==> src/rtl/beat_pkg.sv <==
// Shared types and constants for the record/playback slot controller.
// Holds the FSM encoding, default widths and the slot-select decode.
package beat_pkg;

    localparam int DEF_NOTE_W = 4;
    localparam int DEF_PTR_W  = 10;
    localparam int NUM_SLOTS  = 3;

    typedef enum logic [1:0] {
        IDLE,
        RECORD,
        PLAY,
        PLAY_FETCH
    } state_t;

    typedef struct packed {
        logic       valid;
        logic [1:0] idx;
    } slot_sel_t;

    // Lowest set switch wins; no switch set means no usable slot.
    function automatic slot_sel_t decode_slot(input logic [2:0] sw);
        slot_sel_t sel;
        sel = '0;
        if (sw[0]) begin
            sel.valid = 1'b1;
            sel.idx   = 2'd0;
        end else if (sw[1]) begin
            sel.valid = 1'b1;
            sel.idx   = 2'd1;
        end else if (sw[2]) begin
            sel.valid = 1'b1;
            sel.idx   = 2'd2;
        end
        return sel;
    endfunction

endpackage

==> src/rtl/slot_len_table.sv <==
// Recorded length per slot, one write port, clear-all and an indexed read.
// Lengths are PTR_W+1 bits so a completely full slot is representable.
module slot_len_table
    import beat_pkg::*;
#(
    parameter int LEN_W = DEF_PTR_W + 1
) (
    input  logic             clk,
    input  logic             reset,
    input  logic             clear,
    input  logic             we,
    input  logic [1:0]       wr_idx,
    input  logic [LEN_W-1:0] wdata,
    input  logic [1:0]       rd_idx,
    output logic [LEN_W-1:0] rdata
);

    localparam logic [1:0] LAST_IDX = 2'(NUM_SLOTS - 1);

    logic [LEN_W-1:0] len_q [NUM_SLOTS];

    always_ff @(posedge clk or posedge reset) begin
        if (reset) begin
            for (int i = 0; i < NUM_SLOTS; i++) len_q[i] <= '0;
        end else if (clear) begin
            for (int i = 0; i < NUM_SLOTS; i++) len_q[i] <= '0;
        end else if (we && wr_idx <= LAST_IDX) begin
            len_q[wr_idx] <= wdata;
        end
    end

    assign rdata = (rd_idx <= LAST_IDX) ? len_q[rd_idx] : '0;

endmodule

==> src/rtl/record_slot_controller.sv <==
// Three-slot note recorder: captures note codes on sample ticks into
// external memory and plays them back through a one-cycle fetch.
module record_slot_controller
    import beat_pkg::*;
#(
    parameter int NOTE_W = DEF_NOTE_W,
    parameter int PTR_W  = DEF_PTR_W
) (
    input  logic              CLOCK_50,
    input  logic              reset,
    input  logic              rec_pulse,
    input  logic              play_pulse,
    input  logic              clear_pulse,
    input  logic [2:0]        slot_sw,
    input  logic              sample_tick,
    input  logic [NOTE_W-1:0] note_in,
    output logic [PTR_W+1:0]  mem_addr,
    output logic              mem_we,
    output logic [NOTE_W-1:0] mem_wdata,
    input  logic [NOTE_W-1:0] mem_rdata,
    output logic [NOTE_W-1:0] note_out,
    output logic              note_valid,
    output logic              recording,
    output logic              playing,
    output logic              done
);

    localparam int LEN_W = PTR_W + 1;

    state_t            state, state_next;
    logic [PTR_W-1:0]  ptr, ptr_next;
    logic [1:0]        slot, slot_next;
    logic [NOTE_W-1:0] held_note;
    logic              done_next;
    slot_sel_t         sel;
    logic [1:0]        tbl_idx;
    logic              len_we;
    logic [LEN_W-1:0]  len_wdata;
    logic [LEN_W-1:0]  cur_len;
    logic [LEN_W-1:0]  ptr_inc;

    assign sel     = decode_slot(slot_sw);
    // Before a slot is latched the switches address the table directly.
    assign tbl_idx = (state == IDLE) ? sel.idx : slot;
    assign ptr_inc = LEN_W'(ptr) + LEN_W'(1);

    slot_len_table #(
        .LEN_W(LEN_W)
    ) u_len (
        .clk   (CLOCK_50),
        .reset (reset),
        .clear (clear_pulse),
        .we    (len_we),
        .wr_idx(tbl_idx),
        .wdata (len_wdata),
        .rd_idx(tbl_idx),
        .rdata (cur_len)
    );

    always_ff @(posedge CLOCK_50 or posedge reset) begin
        if (reset) begin
            state     <= IDLE;
            ptr       <= '0;
            slot      <= '0;
            held_note <= '0;
            done      <= 1'b0;
        end else begin
            state     <= state_next;
            ptr       <= ptr_next;
            slot      <= slot_next;
            held_note <= note_out;
            done      <= done_next;
        end
    end

    always_comb begin
        state_next = state;
        ptr_next   = ptr;
        slot_next  = slot;
        done_next  = 1'b0;
        len_we     = 1'b0;
        len_wdata  = '0;
        mem_we     = 1'b0;
        if (clear_pulse) begin
            state_next = IDLE;
            ptr_next   = '0;
        end else begin
            unique case (state)
                IDLE: begin
                    if (rec_pulse && sel.valid) begin
                        state_next = RECORD;
                        ptr_next   = '0;
                        slot_next  = sel.idx;
                        len_we     = 1'b1;
                    end else if (play_pulse && sel.valid) begin
                        if (cur_len != '0) begin
                            state_next = PLAY;
                            ptr_next   = '0;
                            slot_next  = sel.idx;
                        end else begin
                            done_next = 1'b1;
                        end
                    end
                end
                RECORD: begin
                    if (sample_tick) begin
                        mem_we = 1'b1;
                        if (rec_pulse || (&ptr)) begin
                            state_next = IDLE;
                            ptr_next   = '0;
                            len_we     = 1'b1;
                            len_wdata  = ptr_inc;
                            done_next  = 1'b1;
                        end else begin
                            ptr_next = ptr + PTR_W'(1);
                        end
                    end else if (rec_pulse) begin
                        state_next = IDLE;
                        ptr_next   = '0;
                        len_we     = 1'b1;
                        len_wdata  = LEN_W'(ptr);
                        done_next  = 1'b1;
                    end
                end
                PLAY: begin
                    if (play_pulse) begin
                        ptr_next = '0;
                    end else if (sample_tick) begin
                        state_next = PLAY_FETCH;
                    end
                end
                PLAY_FETCH: begin
                    if (ptr_inc == cur_len) begin
                        state_next = IDLE;
                        ptr_next   = '0;
                        done_next  = 1'b1;
                    end else begin
                        state_next = PLAY;
                        ptr_next   = ptr + PTR_W'(1);
                    end
                end
            endcase
        end
    end

    assign mem_addr   = {slot, ptr};
    assign mem_wdata  = mem_we ? note_in : '0;
    // Read data arrives during the fetch cycle and is shown immediately.
    assign note_valid = (state == PLAY_FETCH) && !clear_pulse;
    assign note_out   = note_valid ? mem_rdata : held_note;
    assign recording  = (state == RECORD);
    assign playing    = (state == PLAY) || (state == PLAY_FETCH);

endmodule

==> config.mk <==
export PLATFORM = sky130hd
export DESIGN_NAME = record_slot_controller
export DESIGN_NICKNAME = d
export VERILOG_FILES = /design/src/rtl/beat_pkg.sv /design/src/rtl/slot_len_table.sv /design/src/rtl/record_slot_controller.sv
export SDC_FILE = /design/constraint.sdc
export NUM_CORES = 1
export LEC_CHECK = 0
export BUFFER_PORTS_ARGS = -buffer_cell sky130_fd_sc_hd__buf_2
export CORE_ASPECT_RATIO = 1.1
export CORE_MARGIN = 5
export CORE_UTILIZATION = 27
export DETAILED_ROUTE_END_ITERATION = 8
export PLACE_DENSITY = 0.49
export SETUP_SLACK_MARGIN = 0.15
export SLEW_MARGIN = 20
export SYNTH_ARGS = -nofsm -noshare
export SYNTH_HDL_FRONTEND = slang
export SYNTH_HIERARCHICAL = 1
export SYNTH_SLANG_ARGS = --single-unit
==> constraint.sdc <==
create_clock -name CLOCK_50 -period 3.65 [get_ports CLOCK_50]
set_clock_uncertainty 0.15 [all_clocks]
set_input_delay 0.73 -clock CLOCK_50 [delete_from_list [all_inputs] [get_ports CLOCK_50]]
set_output_delay 0.73 -clock CLOCK_50 [all_outputs]
set_load 0.05 [all_outputs]
# Yosys cells after proc, flatten, opt, wreduce, memory -nomap -nowiden
# Index checks and enable logic that the tools add are counted.
# Widths: inputs -> output; s select.
# op_classes
n_addsub,2
n_lt_le_gt_ge,3
n_eq_ne,11
muxes,59
bitwise_logic,2
n_reduce_logical,17
# ops
cell,n
$mux 10,10
$mux 11,8
$mux 33,2
$pmux 10 s4,1
$bwmux 33,1
$mux 2,14
$bmux 11 s2,1
$demux 11 s2,1
$mux 1,13
$add 10x1->11 const B,1
$eq 11x11->1,1
$reduce_bool 11->1,1
$add 10x1->10 const B,1
$reduce_and 10->1,1
$mux 3,3
$ne 3x3->1 const B,3
$mux 4,2
$ne 4x2->1 const B,2
$pmux 2 s4,1
$reduce_and 4->1,2
$reduce_and 6->1,1
$reduce_bool 2->1,3
$logic_and 1x1->1,5
$eq 2x2->1 const B,2
other kinds (13),14
# word_totals
register_bits,52
inputBits,17
out_inout_bits,25
word_cells,102

# Logic depth before layout (Yosys ltp)
# Gate-level depths: netlist (run 1).
# depth
ltp_word,15
ltp_mapped,14
mapped_depth_nobuf,12

# Modules after synthesis
# The synthesis (run 1) kept the hierarchy.
# by_module_without_submodules
mod,n_inst,cells_per_inst,area_each_um2,seq_area_each_um2
record_slot_controller,1,245,1838.0,475.5
slot_len_table,1,147,1727.9,825.8

# Worst setup path before layout (run 1)
# Ideal clock, no wire load.
# synth_timing
path_type,input to register
from,input port slot_sw[0]
to,register ptr[2]
setup_time_ps,129
arrival_time_ps,3764
required_ps,3371
setup_slack_ps,-393
path_stages,13
n_path_buf,1
cell_sequence,nor2_1 -> nand2_1 -> o31ai_1 -> buf_2 -> mux2i_1 -> o2bb2ai_1 -> xnor2_1 -> o211a_1 -> o211ai_1 -> or4_4 -> or4_4 -> a31oi_1 -> o22ai_1
# synth_via
elab_chain_len,11
word_cells_on_any_way,19
classes_between,1 x order compare; 3 x eq/ne; 10 x mux; 1 x bitwise; 4 x reduce/logical
# synth_lines
element,line,rtl
start: declaration,record_slot_controller.sv:14,"input logic [2:0] slot_sw,"
$mux 3 (*),beat_pkg.sv:25,if (sw[0]) begin
$mux 2 (*),record_slot_controller.sv:44,assign tbl_idx = (state == IDLE) ? sel.idx : slot;
named net tbl_idx[1],record_slot_controller.sv:36,logic [1:0] tbl_idx;
$not 2->3 (not written as such),slot_len_table.sv:32,assign rdata = (rd_idx <= LAST_IDX) ? len_q[rd_idx] : '0;
$bmux 11 s2,slot_len_table.sv:32,
$mux 11 (not written as such) (2 in a row),slot_len_table.sv:32,
$mux 11 (*),slot_len_table.sv:32,
named net cur_len[6],record_slot_controller.sv:39,logic [LEN_W-1:0] cur_len;
$eq 11x11->1,record_slot_controller.sv:133,if (ptr_inc == cur_len) begin
$mux 10,record_slot_controller.sv:133,
$pmux 10 s4,record_slot_controller.sv:88,unique case (state)
$mux 10,record_slot_controller.sv:84,if (clear_pulse) begin
end signal: assignment,record_slot_controller.sv:69,ptr <= ptr_next;
end: declaration,record_slot_controller.sv:31,"logic [PTR_W-1:0] ptr, ptr_next;"
# Mark *: on every way through the listed nets, which the timed path passes. The rest lies on a longest branch. The select of a mux whose other input is x is not followed.
# A chain may end at the register's enable or synchronous reset.

# Worst setup path in the final report (run 1)
# layout_timing
from,input port slot_sw[0]
to,register ptr[1]
# The elaborated chain is that of the path after synthesis.

==> results of run 1 <==
[metal layers]
layer	global-route usage, %	up-vias	wire, um
met5	0	-	0
met4	3.30	0	165
met3	2.02	14	376
met2	21.5	77	4930
met1	17.7	1524	4770
li1	-	1496	-
[cell families (layout without fill, tap and decap cells)]
| kind of cell | count (synthesis) | in the layout | share of synthesized area, % |
|---|---|---|---|
| AOI/OAI and AO/OA | 64 | 64 | 12.6 |
| xor gates and xnor gates | 17 | 17 | 4.18 |
| adders and majority gates | 1 | 1 | 0.351 |
| buffers and inverters | 38 | 96 | 5.30 |
| DFF | 52 | 52 | 36.5 |
| muxes | 47 | 47 | 13.3 |
| and+or+nand+nor | 173 | 173 | 27.8 |
[registers in the layout, indices dropped and copies added (netlist names)]
| register | count |
|---|---|
| done | 1 |
| held_note | 4 |
| ptr | 10 |
| slot | 2 |
| state | 2 |
| u_len/len_q | 33 |
[report_power, final]
part	internal [mW]	switching, mW	total, mW
sequential	0.587	0.00787	0.594
clock	0.362	0.220	0.582
combinational	0.134	0.197	0.332
[what timing repair did]
| action | 4_1_cts | 5_1_grt |
|---|---|---|
| buffers inserted | 1 | 3 |
| hold buffers | 0 | 0 |
| setup endpoints to repair | 9 | 11 |
| pin swaps | 2 | 5 |
| resized for setup | 4 | 24 |
[cell type report]
type	count	area (um^2)
flip-flops and latches	52	1300
clock buffers	7	153
well taps	161	201
inverters	11	41.3
clock inverters	1	30.0
repair buffers	77	510
multi-input cells	302	2200
fillers	1389	8660
[final timing paths]
kind                       slack (ns)              end  cells past startpoint         start
max in group asynchronous        2.38         state[1]                      2         reset
min reg2reg                      0.32     held_note[1]                      2  held_note[1]
min in group asynchronous        0.38  u_len/len_q[23]                      3         reset
min                              0.32     held_note[1]                      2  held_note[1]
max                              0.14           ptr[1]                     15    slot_sw[0]
max reg2reg                      0.16           ptr[1]                     13      state[1]
[metrics by stage]
stage	instance area [um^2]	hold slack, ns	cells	setup WS (ns)	power, mW
2_1_floorplan	3620	0.364	392	0.0177	0.815
3_3_place_gp	4110	0.308	599	-0.257	0.913
3_5_place_dp	4110	0.317	599	-0.335	0.918
4_1_cts	4320	0.334	608	0.152	1.51
5_1_grt	4440	0.372	611	0.00886	1.58
6_report	4440	0.324	611	0.135	1.51
[worst min-delay path, delay by kind of cell (launching register included)]
family	cells	cell delay [ns]
flops	1	0.32
simple gates	2	0.11
[layout by cell type (no fill, tap or decap), types with 8 or more instances in the layout]
master,netlist,final
dfrtp_1,52,51
mux2i_1,44,43
nor2b_1,9,8
nand2_1,37,35
nor2_1,20,18
buf_2,7,39
o22ai_1,8,8
o21ai_0,12,10
nand3_1,9,9
inv_1,10,10
xor2_1,8,8
nand2b_1,48,48
buf_4,1,31
and3_1,9,9
==> results.cfg, run 1 <==
[run_status]
status = complete, no violations

[layout]
drive_gt1_share_pct = 27.8
area.growth.synth_to_final_pct = 24.5
nets = 467
antenna_cells = 0
fin_util_pct = 33.9

[clocking]
cts_tree = done
clkLatencyLatePin_ns = 0.29
clock-root-buffer = clkbuf_16
cts.htree.levels = 2
cts_buffers = 5
cts.sinks = 52
clkSlewWorstSetupHoldPaths_ns = 0.07
ctsLongestPathBuffers = 2

[run]
drv_cap = 0

[timing]
period_share_pct = 96.3
slew_headroom_pct = 47.7
final.min_clock_period_ns = 3.51
worst_pin_slew_ns = 0.783
rsz0062_at_grt = yes
setup_tns_ns = 0
fmax_mhz = 285
slew_viol_final = 0
hold_violations = 0
setup_viol_count_final = 0

[die]
fp.dieW_um = 120
fp-row-count = 44
initial_core_util_pct = 27.2
coreArea_mm2 = 0.0131
die_h_um = 131
io_pins = 42
dieArea_mm2 = 0.0156

[setup_path]
critPathKind = primary input to register
cp.required_ns = 3.68
crit_arrival_ns = 3.55
cpLargestDelayFamily = simple AND/OR/NAND/NOR gates
path_cells = buf_8, nor2_4, nand2_2, o31ai_4, buf_4, nor2b_4, buf_6, o2bb2ai_1, buf_4, xnor2_2, xnor2_1, nand4_1, or4_4, or4_4, a32o_1
slowest_stage = or4_4
end_kind = register
critPathBufInv = 4
startpoint_type = primary input
cpPeakStageDelay_ns = 0.52
cp_max_fo = 5

[detailed_routing]
vias = 3111
detail_route.wl_per_cell_um = 16.8
drc_errors = 0
avgViaCountPerCell = 5.09
routed_wl_mm = 10.2
drtIter0Drc = 221
ant_nets = 0
first_pass_iters = 5

[power]
power_density_mw_per_mm2 = 340
p_leak_nw = 2.03
ir_worst_vdd_mv = 0.176

[synth]
synth_edf_count = 0
syn_nets = 410
ys_types = 63
syn_inst = 392
ys_seq_elements = 52
ys_seq_area_share_pct = 36.5
synth.avg_cell_area_um2 = 9.10
synthTopCellsByCount = 52 x dfrtp_1, 48 x nand2b_1, 44 x mux2i_1
async_flop_share_pct = 100
synth_most_common_cell = dfrtp_1
yosysWarnings = 6
ys_top_cells_by_area = dfrtp_1 36%, mux2i_1 12%, nand2b_1 8.4%
ys.flop_type = dfrtp_1
synth_top_area_share_pct = 36.5
synthesis.area_mm2 = 0.00357
synth_top_area_cell = dfrtp_1

[global_routing]
grt_overflow_total = 0
grt_pass1_vias = 3050
grt_antenna_before_repair = 0
grt_pass1_wl_mm = 16.4
grtUsageTotal_pct = 12.9
grt_max_degree = 49

[placement]
routabilityCongestion = 0.843
portBuffers = 41
dp_hpwl_mm = 7.45

[hold_path]
hold_path_class = register to register
(Power assumes the default switching activity.)
==> run 2: changes to the inputs <==
- REMOVE_ABC_BUFFERS: not set -> 1
==> results.cfg, run 2 (synthesized netlist as in run 1, its figures left out) <==
[run_status]
status = complete, no violations

[power]
ir_worst_vdd_mv = 0.145
power_density_mw_per_mm2 = 320
p_leak_nw = 2.07

[layout]
antenna_cells = 0
area.growth.synth_to_final_pct = 25.9
layout_commonest_cell = dfrtp_1
largest_reg_flops = 33
drive_gt1_share_pct = 29.9
reg_top3 = u_len/len_q (33), ptr (10), held_note (4)
final_cell_mix = 52 x dfrtp_1, 48 x nand2b_1, 46 x buf_4
regMostFlops = u_len/len_q
nets = 479

[setup_path]
cp.required_ns = 3.68
cpPeakStageDelay_ns = 0.50
critPathBufInv = 4
slowest_stage = or4_4
startpoint_type = primary input
path_cells = buf_8, nor2_4, nand2_2, o31ai_2, buf_4, buf_12, mux2i_2, o2bb2ai_2, buf_4, and2b_4, a221o_1, or4_4, or4_4, a31oi_4, o22ai_2
end_kind = register
critPathKind = primary input to register
reg2reg_setup_slack_ns = 0.12
cp_max_fo = 5
cpLargestDelayFamily = simple AND/OR/NAND/NOR gates
crit_arrival_ns = 3.61

[timing]
slew_headroom_pct = 32.6
slew_viol_final = 0
whs_ns = 0.321
fmax_mhz = 279
setup_viol_count_final = 0
hold_violations = 0
final.min_clock_period_ns = 3.58
setup_tns_ns = 0
worst_pin_slew_ns = 1.00
rsz0062_at_grt = yes
period_share_pct = 98.0

[detailed_routing]
routed_wl_mm = 10.7
drc_errors = 0
ant_nets = 0
avgViaCountPerCell = 5.11
drtIter0Drc = 206
vias = 3181
first_pass_iters = 4
detail_route.wl_per_cell_um = 17.1

[placement]
portBuffers = 41
dp_hpwl_mm = 7.87
routabilityCongestion = 0.896

[global_routing]
grt_antenna_before_repair = 0
grt_pass1_vias = 3126
grtUsageTotal_pct = 13.7
grt_max_degree = 38
grt_pass1_wl_mm = 17.1
grt_overflow_total = 0

[clocking]
cts_tree = done
clkLatencyLatePin_ns = 0.30
clkSlewWorstSetupHoldPaths_ns = 0.07
cts_buffers = 5
ctsLongestPathBuffers = 2
cts.sinks = 52
hold_buffers = 0
cts.htree.levels = 2
clock-root-buffer = clkbuf_16

[die]
die_h_um = 131
coreArea_mm2 = 0.0131
fp.dieW_um = 120
fp-row-count = 44
io_pins = 42
initial_core_util_pct = 27.2
dieArea_mm2 = 0.0156

[hold_path]
hold_path_class = register to register

[run]
drv_cap = 0
-- run 2: cell types whose count changed in the layout (fill, tap and decap cells not counted), sizes merged --
cell    delta
bufinv     -1
clkbuf     -1
buf       +12
inv        +1
clkinv     +1
-- run 2: final timing paths --
path | start | to | cells past startpoint
setup / recovery | slot_sw[0] | ptr[2] | 15
hold / removal | held_note[3] | held_note[3] | 2
setup reg to reg | state[1] | ptr[2] | 13
hold reg to reg | held_note[3] | held_note[3] | 2
max in group asynchronous | reset | held_note[3] | 2
min in group asynchronous | reset | u_len/len_q[22] | 3
-- run 2: layout make-up --
class / count / area (um^2)
clock inverter: 2 / 13.8
clock buffer: 6 / 139
tap: 161 / 201
fill: 1354 / 8610
inverter: 11 / 41.3
timing repair buffer: 89 / 598
multi-input combinational: 302 / 2200
sequential: 52 / 1300
-- run 2: repair_timing --
action | in CTS | in global routing
pin swaps | 12 | 7
buffers inserted | 2 | 2
endpoints found under the setup margin | 8 | 13
resized for setup | 8 | 22
cloned | 0 | 0
-- run 2: where the power goes --
group	internal, mW	leakage, nW	total [mW]	switching [mW]
Clock	0.275	0.0772	0.502	0.227
Sequential	0.586	0.723	0.594	0.00737
Combinational	0.138	1.27	0.341	0.203
Total	0.999	2.07	1.44	0.437
-- run 2: worst min-delay path, cell delays in order (launching register included) --
cell and delay (ns):
dfrtp_1 0.32, nand2_1 0.04, nand2_1 0.07
-- run 2: metal layers --
| metal | wire, um | part of all wire [%] | global-route usage, % | vias to the layer above |
|---|---|---|---|---|
| met5 | 0 | 0 | 0 | - |
| met4 | 170 | 1.6 | 4.85 | 0 |
| met3 | 368 | 3.4 | 2.32 | 16 |
| met2 | 5310 | 50 | 23.2 | 77 |
| met1 | 4820 | 45 | 17.8 | 1560 |
| li1 | - | - | - | 1528 |
-- run 2: stage by stage --
| stage | power (mW) | setup WS, ns | std cells | utilization [%] | area, um^2 |
|---|---|---|---|---|---|
| after CTS | 1.43 | 0.142 | 621 | 33.5 | 4380 |
| final | 1.44 | 0.0716 | 623 | 34.3 | 4490 |
| after detailed placement | 0.922 | -0.410 | 611 | 31.8 | 4170 |
| after global routing | 1.50 | -0.0315 | 623 | 34.3 | 4490 |
| after global placement | 0.920 | -0.429 | 611 | 31.8 | 4170 |
| after floorplan | 0.800 | -1.40 | 365 | - | 3420 |
